## config.mk

```make
export PLATFORM = sky130hd
export DESIGN_NAME = comp_serie_n
export DESIGN_NICKNAME = d
export VERILOG_FILES = /design/src/rtl/comp_serie_n_pkg.sv /design/src/rtl/comp_serie_n_segmento.sv /design/src/rtl/comp_serie_n.sv
export SDC_FILE = /design/constraint.sdc
export NUM_CORES = 1
export LEC_CHECK = 0
export CAP_MARGIN = 30
export CORE_UTILIZATION = 44
export DETAILED_ROUTE_END_ITERATION = 16
export MAX_ROUTING_LAYER = met4
export PLACE_DENSITY = 0.74
export SETUP_SLACK_MARGIN = 0.02
export SYNTH_ARGS = -nofsm -noshare
export SYNTH_HDL_FRONTEND = slang
export SYNTH_SLANG_ARGS = --single-unit
```

## constraint.sdc

```tcl
create_clock -name clk -period 1.92 [get_ports clk]
set_input_delay 0.288 -clock clk [delete_from_list [all_inputs] [get_ports clk]]
set_output_delay 0.288 -clock clk [all_outputs]
set_load 0.01 [all_outputs]
```

## src/rtl/comp_serie_n_pkg.sv

```systemverilog
// Shared types for the serial MSB-first magnitude comparator: FSM encoding,
// result bundle and the chunk-index width helper.
package comp_serie_n_pkg;

    typedef enum logic [1:0] {
        ST_REPOSO  = 2'd0,
        ST_COMPARA = 2'd1,
        ST_FIN     = 2'd2
    } estado_t;

    typedef struct packed {
        logic mayor;
        logic igual;
        logic menor;
    } resultado_t;

    // A single-chunk configuration still keeps a 1-bit index register.
    function automatic int idx_width(input int nchunk);
        return (nchunk <= 1) ? 1 : $clog2(nchunk);
    endfunction

endpackage

```

## src/rtl/comp_serie_n_segmento.sv

```systemverilog
// Combinational CHUNK-bit magnitude compare, built as the 1-bit greater/less
// cascade walked from the MSB down; optional sign-bit inversion for signed mode.
module comp_segmento
    import comp_serie_n_pkg::*;
#(
    parameter int CHUNK = 2
) (
    input  logic [CHUNK-1:0] i_a,
    input  logic [CHUNK-1:0] i_b,
    input  logic             i_invierte_msb,
    output logic             o_mayor,
    output logic             o_igual,
    output logic             o_menor
);

    logic [CHUNK-1:0] w_a;
    logic [CHUNK-1:0] w_b;
    logic             w_gt;
    logic             w_lt;

    always_comb begin
        // NOTE: every variable gets a value before any branch or loop so no latch is inferred.
        w_a  = i_a;
        w_b  = i_b;
        w_gt = 1'b0;
        w_lt = 1'b0;
        if (i_invierte_msb) begin
            w_a[CHUNK-1] = ~i_a[CHUNK-1];
            w_b[CHUNK-1] = ~i_b[CHUNK-1];
        end
        // Once a stage has decided, lower bits can no longer change the verdict.
        for (int i = CHUNK - 1; i >= 0; i--) begin
            w_gt = w_gt | (~w_lt &  w_a[i] & ~w_b[i]);
            w_lt = w_lt | (~w_gt & ~w_a[i] &  w_b[i]);
        end
    end

    assign o_mayor = w_gt;
    assign o_menor = w_lt;
    assign o_igual = ~w_gt & ~w_lt;

endmodule

```

## src/rtl/comp_serie_n.sv

```systemverilog
// Serial magnitude comparator: CHUNK bits per clock, MSB chunk first, stops at
// the first unequal chunk. Unsigned or two's-complement, start/ocupado/listo handshake.
module comp_serie_n
    import comp_serie_n_pkg::*;
#(
    parameter int WIDTH = 8,
    parameter int CHUNK = 2
) (
    input  logic             clk,
    input  logic             rst,
    input  logic             start,
    input  logic             con_signo,
    input  logic [WIDTH-1:0] a,
    input  logic [WIDTH-1:0] b,
    output logic             ocupado,
    output logic             listo,
    output logic             mayor,
    output logic             igual,
    output logic             menor
);

    localparam int NCHUNK = WIDTH / CHUNK;
    localparam int IDXW   = idx_width(NCHUNK);
    localparam int NSLOT  = 1 << IDXW;
    localparam logic [IDXW-1:0] IDX_MSB = IDXW'(NCHUNK - 1);

    estado_t          r_estado;
    estado_t          w_estado_sig;
    logic [WIDTH-1:0] r_a;
    logic [WIDTH-1:0] r_b;
    logic             r_signo;
    logic [IDXW-1:0]  r_idx;
    resultado_t       r_res;

    logic             w_cargar;
    logic             w_decidido;
    logic             w_invierte;
    logic [CHUNK-1:0] w_sl_a;
    logic [CHUNK-1:0] w_sl_b;
    logic             w_seg_mayor;
    logic             w_seg_igual;
    logic             w_seg_menor;

    // Slice table padded to a power of two so the index selects without width mismatch;
    // the padding slots are unreachable because r_idx never exceeds NCHUNK-1.
    logic [CHUNK-1:0] w_ch_a [NSLOT];
    logic [CHUNK-1:0] w_ch_b [NSLOT];

    for (genvar g = 0; g < NSLOT; g++) begin : g_slice
        if (g < NCHUNK) begin : g_real
            assign w_ch_a[g] = r_a[g*CHUNK +: CHUNK];
            assign w_ch_b[g] = r_b[g*CHUNK +: CHUNK];
        end else begin : g_pad
            assign w_ch_a[g] = '0;
            assign w_ch_b[g] = '0;
        end
    end

    assign w_sl_a     = w_ch_a[r_idx];
    assign w_sl_b     = w_ch_b[r_idx];
    assign w_invierte = r_signo & (r_idx == IDX_MSB);

    comp_segmento #(.CHUNK(CHUNK)) u_segmento (
        .i_a            (w_sl_a),
        .i_b            (w_sl_b),
        .i_invierte_msb (w_invierte),
        .o_mayor        (w_seg_mayor),
        .o_igual        (w_seg_igual),
        .o_menor        (w_seg_menor)
    );

    always_comb begin
        w_estado_sig = r_estado;
        w_cargar     = 1'b0;
        w_decidido   = 1'b0;
        unique case (r_estado)
            ST_REPOSO, ST_FIN: begin
                if (start) begin
                    w_cargar     = 1'b1;
                    w_estado_sig = ST_COMPARA;
                end else begin
                    w_estado_sig = ST_REPOSO;
                end
            end
            ST_COMPARA: begin
                if (!w_seg_igual || (r_idx == '0)) begin
                    w_decidido   = 1'b1;
                    w_estado_sig = ST_FIN;
                end
            end
            default: w_estado_sig = ST_REPOSO;
        endcase
    end

    always_ff @(posedge clk) begin
        // NOTE: sequential state uses non-blocking assignments so every register samples pre-edge values.
        if (rst) begin
            r_estado <= ST_REPOSO;
        end else begin
            r_estado <= w_estado_sig;
        end
    end

    always_ff @(posedge clk) begin
        if (rst) begin
            r_a     <= '0;
            r_b     <= '0;
            r_signo <= 1'b0;
            r_idx   <= '0;
            r_res   <= '0;
        end else begin
            if (w_cargar) begin
                r_a     <= a;
                r_b     <= b;
                r_signo <= con_signo;
                r_idx   <= IDX_MSB;
            end else if ((r_estado == ST_COMPARA) && !w_decidido) begin
                r_idx   <= r_idx - 1'b1;
            end
            // On an all-equal finish the segment reports igual=1 with mayor=menor=0.
            if (w_decidido) begin
                r_res <= '{mayor: w_seg_mayor, igual: w_seg_igual, menor: w_seg_menor};
            end
        end
    end

    assign ocupado = (r_estado == ST_COMPARA);
    assign listo   = (r_estado == ST_FIN);
    assign mayor   = r_res.mayor;
    assign igual   = r_res.igual;
    assign menor   = r_res.menor;

endmodule

```

; Yosys cells after proc, flatten, opt, wreduce, memory -nomap -nowiden
; Cells that the tools add are included.
[word_totals]
reg_bits = 24
out_inout_bits = 5
elab_cells = 61
[op_classes]
addsub = 1
eq_ne = 4
muxes = 17
bitwise_logic = 22
order_cmp = 1
reduce_logical = 8
[op_table]
columns = cell, count
row1 = $mux 2, 7
row2 = $not 1->1, 10
row3 = $and 1x1->1, 9
row4 = $bmux 2 s2, 2
row5 = $mux 1, 7
row6 = $eq 2x2->1 const B, 2
row7 = $logic_not 2->1, 2
row8 = $pmux 2 s2, 1
row9 = $ge 3x3->1 const B, 1
row10 = $not 2->3, 1
row11 = $eq 2x1->1 const B, 1
row12 = $logic_not 1->1, 2
row13 = $ne 2x1->1 const B, 1
row14 = $or 1x1->1, 2
row15 = $reduce_bool 2->1, 1
row16 = $reduce_or 2->1, 1
row17 = $sub 2x1->2 const B, 1
row18 = $logic_and 1x1->1, 1
row19 = $logic_or 1x1->1, 1

; Longest topological paths before layout
; Gate-level depths: netlist of the first run.
[depth]
ltp_word = 29
mapped_depth = 7

; Modules after synthesis
; Synthesis of the first run repeated with hierarchy kept, for this count alone.
[hier_totals]
hier_cells = 128
hier_area_um2 = 1101.1
[modules_own_cells]
columns = module, area_per_inst_um2, cells_each, instances, seq_area_each_um2
row1 = comp_serie_n, 1008.5, 115, 1, 480.5
row2 = comp_segmento, 92.6, 13, 1, 0.0

; Least setup slack after synthesis of the first run
; No wires, ideal clock.
[synth_path]
path_kind = register -> register
from = reg r_idx[0]
to = reg r_idx[1]
required_time_ns = 1.854
arrival_time_ns = 1.784
period_less_slack_ns = 1.850
path_buffers = 1
stages_incl_launch_ff = 7
path_slack_ns = 0.070
setup_ns = 0.066
cell_sequence = dfxtp_1 buf_6 mux4_1 nand2b_1 nand4_2 mux2_4 a21oi_2
[synth_between]
elab_chain_cells = 28
elab_cells_between_ends = 42
[synth_lines]
columns = element, line_no
row1 = from (decl), comp_serie_n.sv:32  ; logic [IDXW-1:0] r_idx;
row2 = from (signal assigned), comp_serie_n.sv:118  ; r_idx <= r_idx - 1'b1;
row3 = $not 2->3 (not written as such), "comp_serie_n.sv:59, comp_serie_n.sv:60"
row4 = $bmux 2 s2, comp_serie_n.sv:60  ; assign w_sl_b = w_ch_b[r_idx];
row5 = $mux 2 (not written as such) (2 in a row), comp_serie_n.sv:60
row6 = $not 1->1, comp_serie_n_segmento.sv:29  ; w_b[CHUNK-1] = ~i_b[CHUNK-1];
row7 = $mux 1, comp_serie_n_segmento.sv:27  ; if (i_invierte_msb) begin
row8 = $not 1->1, comp_serie_n_segmento.sv:33  ; w_gt = w_gt | (~w_lt & w_a[i] & ~w_b[i]);
row9 = $and 1x1->1, comp_serie_n_segmento.sv:33
row10 = $not 1->1, comp_serie_n_segmento.sv:34  ; w_lt = w_lt | (~w_gt & ~w_a[i] & w_b[i]);
row11 = (+11 left out), n/a
row12 = $and 1x1->1, comp_serie_n_segmento.sv:40  ; assign o_igual = ~w_gt & ~w_lt;
row13 = $logic_not 1->1, comp_serie_n.sv:86  ; if (!w_seg_igual || (r_idx == '0)) begin
row14 = $logic_or 1x1->1, comp_serie_n.sv:86
row15 = $mux 1, comp_serie_n.sv:86
row16 = $mux 1, comp_serie_n.sv:76  ; unique case (r_estado)
row17 = $logic_not 1->1, comp_serie_n.sv:117  ; end else if ((r_estado == ST_COMPARA) && !w_decidido) begin
row18 = $logic_and 1x1->1, comp_serie_n.sv:117
row19 = $reduce_bool 2->1 (no line), n/a
; Parallel ways exist; a longest one is shown, timed or not. The select of a mux whose other input is x is not followed.
; A chain may end at the register's enable or synchronous reset.

; Final worst setup path of the first run
; Same ends and word-level chain as after synthesis.

==> results of run 1 <==
-- repair_timing --
action / in CTS / in global routing
endpoints found under the setup margin: 6 / 5
resized for setup: 2 / 6
pin swaps: 0 / 2
-- cell type report --
type                       instances  share of cell area [%]
multi-input combinational         90                    40.9
inverter                           3                   0.782
sequential                        24                    33.6
clock buffer                       4                    2.52
tap                               28                    2.43
timing repair buffer              30                    19.7
-- Yosys cell counts (2+ instances only) --
cell	count	area [µm²]
sky130_fd_sc_hd__nand2_1	37	139
sky130_fd_sc_hd__a211oi_1	2	15.0
sky130_fd_sc_hd__clkbuf_8	2	27.5
sky130_fd_sc_hd__dfxtp_1	24	480
sky130_fd_sc_hd__ha_1	2	25.0
sky130_fd_sc_hd__mux4_2	3	67.6
sky130_fd_sc_hd__clkbuf_1	4	15.0
sky130_fd_sc_hd__inv_1	3	11.3
sky130_fd_sc_hd__nand2b_1	6	37.5
sky130_fd_sc_hd__nor2b_1	4	25.0
sky130_fd_sc_hd__o32ai_1	2	17.5
sky130_fd_sc_hd__a21oi_1	20	100
-- per-layer routing --
layer	track usage (%)	vias up
met4	3.95	0
li1	-	477
met2	33.5	17
met3	2.61	2
met5	-	-
met1	21.1	442
-- cells in the final DEF, fill, tap and decap left out, types with 2 or more instances in the layout --
| cell | n |
|---|---|
| sky130_fd_sc_hd__buf_4 | 6 |
| sky130_fd_sc_hd__mux4_2 | 4 |
| sky130_fd_sc_hd__nor2b_1 | 4 |
| sky130_fd_sc_hd__clkbuf_4 | 3 |
| sky130_fd_sc_hd__dfxtp_1 | 23 |
| sky130_fd_sc_hd__o32ai_1 | 2 |
| sky130_fd_sc_hd__nand2b_1 | 5 |
| sky130_fd_sc_hd__a21oi_1 | 20 |
| sky130_fd_sc_hd__ha_1 | 2 |
| sky130_fd_sc_hd__nand2_1 | 37 |
| sky130_fd_sc_hd__inv_1 | 3 |
| sky130_fd_sc_hd__a211oi_1 | 2 |
| sky130_fd_sc_hd__clkdlybuf4s50_1 | 23 |
| sky130_fd_sc_hd__xnor2_2 | 2 |
-- registers in the layout (all words and copies together) (netlist names) --
name / count
r_a: 8
r_b: 8
r_estado: 2
r_idx: 2
igual: 1
mayor: 1
menor: 1
r_signo: 1
-- path summary, 6_finish.rpt --
kind         slack, ns  depth (start not counted)                    end
max               0.08                          5  r_idx[1]$_SDFFE_PP0P_
min               0.46                          2    r_a[7]$_SDFFE_PP0P_
max reg2reg       0.08                          5  r_idx[1]$_SDFFE_PP0P_
min reg2reg       0.46                          2    r_a[7]$_SDFFE_PP0P_
-- stage by stage --
stage / worst slack [ns] / util [%] / total power [mW] / TNS [ns] / instances
after global placement: 0.0272 / 59.7 / 0.810 / 0 / 175
after detailed placement: -0.0399 / 59.7 / 0.817 / -0.0785 / 175
after CTS: 0.0106 / 61.3 / 1.07 / 0 / 179
after global routing: 0.0100 / 62.1 / 1.14 / 0 / 179
final: 0.0799 / 62.1 / 1.08 / 0 / 179
after floorplan: 0.0697 / - / 0.733 / 0 / 125
-- where the power goes --
part           leakage [nW]  internal (mW)  switching [mW]
clock                0.0210          0.116           0.142
combinational         0.336          0.143           0.116
sequential            0.198          0.534          0.0264
-- tightest hold or removal path, cell delays in order, from the launching register on --
cell	delay (ns)
sky130_fd_sc_hd__dfxtp_1	0.33
sky130_fd_sc_hd__nand2_1	0.05
sky130_fd_sc_hd__a21oi_1	0.05
-- logic make-up after synthesis --
logic type	count (synthesis)	synth area share, %
simple gates	52	21.4
compound gates	29	15.4
flops	24	42.7
buf+inv	11	6.45
mux	5	9.68
xor+xnor	2	2.23
fa+ha+maj	2	2.22
==> impl_metrics.prom, run 1 <==
# TYPE chip_impl_metric gauge
chip_impl_metric{name="net_count_after_synthesis",unit=""} 147
chip_impl_metric{name="drt-pass1-iter-count",unit=""} 4
chip_impl_metric{name="power.density_cell_area",unit="nW/µm²"} 747
chip_impl_metric{name="h-tree-depth",unit=""} 1
chip_impl_metric{name="slew_violations",unit=""} 0
chip_impl_metric{name="multi_input_comb_area",unit="µm²"} 589
chip_impl_metric{name="clk_latency",unit="ns"} 0.31
chip_impl_metric{name="critical_path_peak_fanout",unit=""} 5
chip_impl_metric{name="post_synthesis_to_final_layout_area_growth",unit="%"} 28.0
chip_impl_metric{name="number_of_hold_repair_buffers_added_at_the_cts_stage",unit=""} 0
chip_impl_metric{name="tritoncts_num_sinks",unit=""} 24
chip_impl_metric{name="detail_route.wirelength",unit="µm"} 2150
chip_impl_metric{name="synth-edff-count",unit=""} 0
chip_impl_metric{name="finalSetupViolations",unit=""} 0
chip_impl_info{name="worstSetupPathType",value="flip-flop to flip-flop"} 1
chip_impl_metric{name="wire_length_of_the_first_global_routing_pass",unit="µm"} 3720
chip_impl_metric{name="sequential_share_of_the_synthesized_area",unit="%"} 42.7
chip_impl_metric{name="dp.final_hpwl",unit="µm"} 1620
chip_impl_metric{name="clk_transition_reported_paths",unit="ns"} 0.13
chip_impl_metric{name="die_height",unit="µm"} 52.6
chip_impl_metric{name="count_of_distinct_cell_types_in_the_synthesized_netlist",unit=""} 28
chip_impl_metric{name="met1_length",unit="µm"} 950
chip_impl_metric{name="design_area",unit="µm²"} 1440
chip_impl_info{name="highest_layer",value="met4"} 1
chip_impl_metric{name="fillers",unit=""} 206
chip_impl_metric{name="detail_route.drc_violations",unit=""} 0
chip_impl_metric{name="io_pins",unit=""} 25
chip_impl_metric{name="timing.max_cap.violations",unit=""} 0
chip_impl_metric{name="final_hold_viol_count",unit=""} 0
chip_impl_metric{name="wl_met2",unit="µm"} 1120
chip_impl_metric{name="final_antenna_net_count",unit=""} 0
chip_impl_info{name="worstPathCellList",value="mux4_2 > xnor2_2 > nand4_2 > mux2_4 > a21oi_2"} 1
chip_impl_metric{name="whs",unit="ns"} 0.461
chip_impl_info{name="cts_tree",value="done"} 1
chip_impl_info{name="worst_setup_path_start_kind",value="flip-flop"} 1
chip_impl_metric{name="leakage",unit="nW"} 0.554
chip_impl_metric{name="total_routing_usage_gr",unit="%"} 18.4
chip_impl_metric{name="synth-warning-count",unit=""} 0
chip_impl_metric{name="placed_cell_area",unit="µm²"} 1380
chip_impl_metric{name="largest_net_degree_at_the_start_of_global_routing",unit=""} 21
chip_impl_metric{name="cts_post_setup_buffers_inserted",unit=""} 0
chip_impl_metric{name="cp_slowest_stage_delay",unit="ns"} 0.56
chip_impl_metric{name="vias_per_cell",unit=""} 5.24
chip_impl_metric{name="syn_area_per_cell",unit="µm²"} 9.00
chip_impl_metric{name="route.met3.wl",unit="µm"} 69
chip_impl_metric{name="drt_iter0_drc",unit=""} 11
chip_impl_metric{name="syn-cell-area",unit="µm²"} 1120
chip_impl_metric{name="wl_per_cell",unit="µm"} 12.0
chip_impl_info{name="cp_top_family",value="multiplexers"} 1
chip_impl_metric{name="worst_clock_skew",unit="ns"} 0.00773
chip_impl_metric{name="arrival",unit="ns"} 2.09
chip_impl_metric{name="antenna-diode-count",unit=""} 0
chip_impl_info{name="worst_hold_startpoint",value="r_a[7]$_SDFFE_PP0P_"} 1
chip_impl_info{name="min_path_type",value="flip-flop to flip-flop"} 1
chip_impl_metric{name="slew_headroom",unit="%"} 83.6
chip_impl_metric{name="worst_ep_required_time",unit="ns"} 2.17
chip_impl_metric{name="grt_overflow",unit=""} 0
chip_impl_info{name="cts.root.buffer_cell",value="sky130_fd_sc_hd__clkbuf_4"} 1
chip_impl_metric{name="fmaxAchievable",unit="MHz"} 543
chip_impl_metric{name="num-nets-final",unit=""} 174
chip_impl_metric{name="cts_buffer_depth",unit=""} 2
chip_impl_metric{name="width_of_the_chip",unit="µm"} 52.6
chip_impl_metric{name="num_rows",unit=""} 17
chip_impl_info{name="startpoint_of_the_worst_register_to_register_path",value="r_idx[0]$_SDFFE_PP0P_"} 1
chip_impl_metric{name="grt_antenna_before_repair",unit=""} 0
chip_impl_metric{name="worst_pin_slew",unit="ns"} 0.246
chip_impl_metric{name="place.gp.congestion",unit=""} 0.880
chip_impl_metric{name="layout.area.seq",unit="µm²"} 484
chip_impl_info{name="endpoint_kind",value="flip-flop"} 1
chip_impl_metric{name="finalWorstPathRequiredPeriod",unit="ns"} 1.84
chip_impl_metric{name="synth.ff_latch_count",unit=""} 24
chip_impl_metric{name="core_region_area",unit="µm²"} 2320
chip_impl_info{name="run_status",value="complete, no violations"} 1
chip_impl_info{name="grt_setup_unrepaired",value="false"} 1
chip_impl_metric{name="cts-buffers-inserted",unit=""} 3
chip_impl_metric{name="port-buffer-count",unit=""} 24
chip_impl_metric{name="start_util",unit="%"} 48.5
chip_impl_metric{name="timing.final.crit_share",unit="%"} 95.8
chip_impl_metric{name="drive_above_1_share",unit="%"} 15.9
chip_impl_metric{name="vdd_ir_drop_max",unit="µV"} 530
chip_impl_metric{name="netlist_instances",unit=""} 125
chip_impl_metric{name="die_area",unit="µm²"} 2760
chip_impl_info{name="crit_path_start",value="r_idx[0]$_SDFFE_PP0P_"} 1
chip_impl_info{name="yosys_most_used_dff",value="sky130_fd_sc_hd__dfxtp_1"} 1
chip_impl_metric{name="route.vias.total",unit=""} 938
chip_impl_metric{name="count_of_buffering_cells_on_the_critical_path_with_inverters_included",unit=""} 0
chip_impl_info{name="crit_slowest_cell",value="sky130_fd_sc_hd__mux4_2"} 1
chip_impl_metric{name="number_of_global_route_vias_before_repair",unit=""} 903
chip_impl_metric{name="ys_async_sr_fraction",unit="%"} 0
Power figures use the tool's default switching activity.
==> run 2: changes to the inputs <==
Settings changed: CTS_CLUSTER_DIAMETER from default to 100.
==> results of run 2 <==
The final DEF is identical to that of run 1; final timing and power are the same.
==> run 3: changes to the inputs <==
==> constraint.sdc (replaced) <==
create_clock -name clk -period 1.92 [get_ports clk]
set_input_delay 0.384 -clock clk [delete_from_list [all_inputs] [get_ports clk]]
set_output_delay 0.384 -clock clk [all_outputs]
set_load 0.01 [all_outputs]
==> impl_metrics.prom, run 3 (synthesis results as in run 1) <==
# TYPE chip_impl_metric gauge
chip_impl_metric{name="worst_clock_skew",unit="ns"} 0.00235
chip_impl_info{name="cts.root.buffer_cell",value="sky130_fd_sc_hd__clkbuf_4"} 1
chip_impl_metric{name="slew_violations",unit=""} 0
chip_impl_metric{name="finalSetupViolations",unit=""} 0
chip_impl_metric{name="vdd_ir_drop_max",unit="µV"} 452
chip_impl_info{name="worst_r2r_endpoint",value="r_idx[1]$_SDFFE_PP0P_"} 1
chip_impl_metric{name="layout.area.seq",unit="µm²"} 485
chip_impl_info{name="grt_setup_unrepaired",value="true"} 1
chip_impl_metric{name="arrival",unit="ns"} 2.10
chip_impl_info{name="crit_path_start",value="r_idx[0]$_SDFFE_PP0P_"} 1
chip_impl_metric{name="post_synthesis_to_final_layout_area_growth",unit="%"} 30.0
chip_impl_metric{name="die_height",unit="µm"} 52.6
chip_impl_info{name="setup.worst_path.end",value="r_idx[1]$_SDFFE_PP0P_"} 1
chip_impl_metric{name="placed_cells_incl_taps",unit=""} 175
chip_impl_metric{name="power.density_cell_area",unit="nW/µm²"} 748
chip_impl_metric{name="clk_transition_reported_paths",unit="ns"} 0.13
chip_impl_metric{name="timing.max_cap.violations",unit=""} 0
chip_impl_metric{name="die_area",unit="µm²"} 2760
chip_impl_info{name="largest_registers",value="r_a x8, r_b x8"} 1
chip_impl_metric{name="placed_cell_area",unit="µm²"} 1380
chip_impl_metric{name="fin_util",unit="%"} 63.1
chip_impl_metric{name="finalWorstPathRequiredPeriod",unit="ns"} 1.84
chip_impl_metric{name="fmaxAchievable",unit="MHz"} 544
chip_impl_metric{name="largest_net_degree_at_the_start_of_global_routing",unit=""} 21
chip_impl_metric{name="reg2reg_slack",unit="ns"} 0.08
chip_impl_metric{name="dp.final_hpwl",unit="µm"} 1710
chip_impl_metric{name="io_pins",unit=""} 25
chip_impl_metric{name="detail_route.drc_violations",unit=""} 0
chip_impl_metric{name="worst_pin_slew",unit="ns"} 0.257
chip_impl_info{name="final_cell_mix",value="37 x sky130_fd_sc_hd__nand2_1, 23 x sky130_fd_sc_hd__clkdlybuf4s50_1, 22 x sky130_fd_sc_hd__dfxtp_1"} 1
chip_impl_info{name="min_path_type",value="flip-flop to flip-flop"} 1
chip_impl_metric{name="cts-buffers-inserted",unit=""} 3
chip_impl_info{name="worst_setup_path_start_kind",value="flip-flop"} 1
chip_impl_metric{name="place.gp.congestion",unit=""} 0.888
chip_impl_metric{name="width_of_the_chip",unit="µm"} 52.6
chip_impl_info{name="final_common_cell",value="sky130_fd_sc_hd__nand2_1"} 1
chip_impl_metric{name="worst_ep_required_time",unit="ns"} 2.18
chip_impl_metric{name="post-layout-total-power",unit="mW"} 1.09
chip_impl_metric{name="drt_iter0_drc",unit=""} 12
chip_impl_info{name="worstSetupPathType",value="flip-flop to flip-flop"} 1
chip_impl_info{name="startpoint_of_the_worst_register_to_register_path",value="r_idx[0]$_SDFFE_PP0P_"} 1
chip_impl_metric{name="critical_path_peak_fanout",unit=""} 5
chip_impl_metric{name="wl_per_cell",unit="µm"} 12.6
chip_impl_metric{name="final_critical_path_setup_slack",unit="ns"} 0.0831
chip_impl_metric{name="vias_per_cell",unit=""} 5.23
chip_impl_metric{name="finalNonFillerCells",unit=""} 181
chip_impl_metric{name="clk_latency",unit="ns"} 0.31
chip_impl_info{name="run_status",value="complete, no violations"} 1
chip_impl_metric{name="leakage",unit="nW"} 0.564
chip_impl_metric{name="grt_antenna_before_repair",unit=""} 0
chip_impl_metric{name="grt_overflow",unit=""} 0
chip_impl_metric{name="h-tree-depth",unit=""} 1
chip_impl_metric{name="detailedPlace.worstSlack",unit="ns"} -0.0133
chip_impl_metric{name="detail_route.wirelength",unit="µm"} 2280
chip_impl_metric{name="fillers",unit=""} 206
chip_impl_metric{name="route.vias.total",unit=""} 947
chip_impl_metric{name="num_rows",unit=""} 17
chip_impl_metric{name="multi_input_comb_area",unit="µm²"} 592
chip_impl_metric{name="whs",unit="ns"} 0.462
chip_impl_metric{name="fin_tns_setup",unit="ns"} 0
chip_impl_metric{name="final_antenna_net_count",unit=""} 0
chip_impl_info{name="cts_tree",value="done"} 1
chip_impl_metric{name="drt-pass1-iter-count",unit=""} 4
chip_impl_metric{name="tritoncts_num_sinks",unit=""} 24
chip_impl_metric{name="timing.final.crit_share",unit="%"} 95.7
chip_impl_metric{name="num-nets-final",unit=""} 176
chip_impl_metric{name="start_util",unit="%"} 48.5
chip_impl_metric{name="final_hold_viol_count",unit=""} 0
chip_impl_metric{name="number_of_global_route_vias_before_repair",unit=""} 900
chip_impl_info{name="endpoint_kind",value="flip-flop"} 1
chip_impl_metric{name="r2r.worst_path.cells",unit=""} 5
chip_impl_metric{name="antenna-diode-count",unit=""} 0
chip_impl_metric{name="port-buffer-count",unit=""} 24
chip_impl_metric{name="total_routing_usage_gr",unit="%"} 21.1
chip_impl_metric{name="slew_headroom",unit="%"} 82.9
chip_impl_metric{name="wire_length_of_the_first_global_routing_pass",unit="µm"} 4010
chip_impl_metric{name="number_of_hold_repair_buffers_added_at_the_cts_stage",unit=""} 0
chip_impl_metric{name="core_region_area",unit="µm²"} 2320
chip_impl_metric{name="cts_buffer_depth",unit=""} 2
chip_impl_metric{name="drive_above_1_share",unit="%"} 17.6
chip_impl_metric{name="design_area",unit="µm²"} 1460
-- run 3: final cells by class --
class / instances / share of cell area, %
clock buffer: 4 / 2.48
inverter: 3 / 0.770
multi-input combinational: 90 / 40.5
sequential: 24 / 33.2
tap: 28 / 2.40
timing repair buffer: 32 / 20.7
-- run 3: critical path, stage by stage (launching register included) --
cell and delay, ns:
sky130_fd_sc_hd__dfxtp_4 0.41, sky130_fd_sc_hd__mux4_2 0.56, sky130_fd_sc_hd__xnor2_2 0.21, sky130_fd_sc_hd__nand4_2 0.15
sky130_fd_sc_hd__mux2_4 0.33, sky130_fd_sc_hd__a21oi_2 0.13
-- run 3: per-layer routing --
layer  vias up  track usage, %  share of wire [%]
li1        483               -                  -
met1       439            23.7                 44
met2        23            35.7                 52
met3         2            3.48                3.5
met4         0            11.4               0.57
met5         -               -                  0
-- run 3: worst min path at each step --
stage                                   start             endpoint  depth (start not counted)  slack [ns]
after floorplan           r_b[3]$_SDFFE_PP0P_  r_b[3]$_SDFFE_PP0P_                          2        0.43
after global placement    r_b[4]$_SDFFE_PP0P_  r_b[4]$_SDFFE_PP0P_                          2        0.44
after detailed placement  r_b[5]$_SDFFE_PP0P_  r_b[5]$_SDFFE_PP0P_                          2        0.45
after CTS                 r_b[5]$_SDFFE_PP0P_  r_b[5]$_SDFFE_PP0P_                          2        0.47
after global routing      r_b[5]$_SDFFE_PP0P_  r_b[5]$_SDFFE_PP0P_                          2        0.48
final                     r_a[7]$_SDFFE_PP0P_  r_a[7]$_SDFFE_PP0P_                          2        0.46
-- run 3: report_power, final --
| group | total [mW] | switching [mW] | internal (mW) |
|---|---|---|---|
| Combinational | 0.266 | 0.117 | 0.149 |
| Clock | 0.266 | 0.151 | 0.116 |
| Sequential | 0.562 | 0.0280 | 0.534 |
-- run 3: what timing repair did --
item / 4_1_cts / 5_1_grt
setup buffers: 0 / 2
gates resized for setup: 3 / 7
pin swaps: 0 / 4
endpoints found under the setup margin: 5 / 4
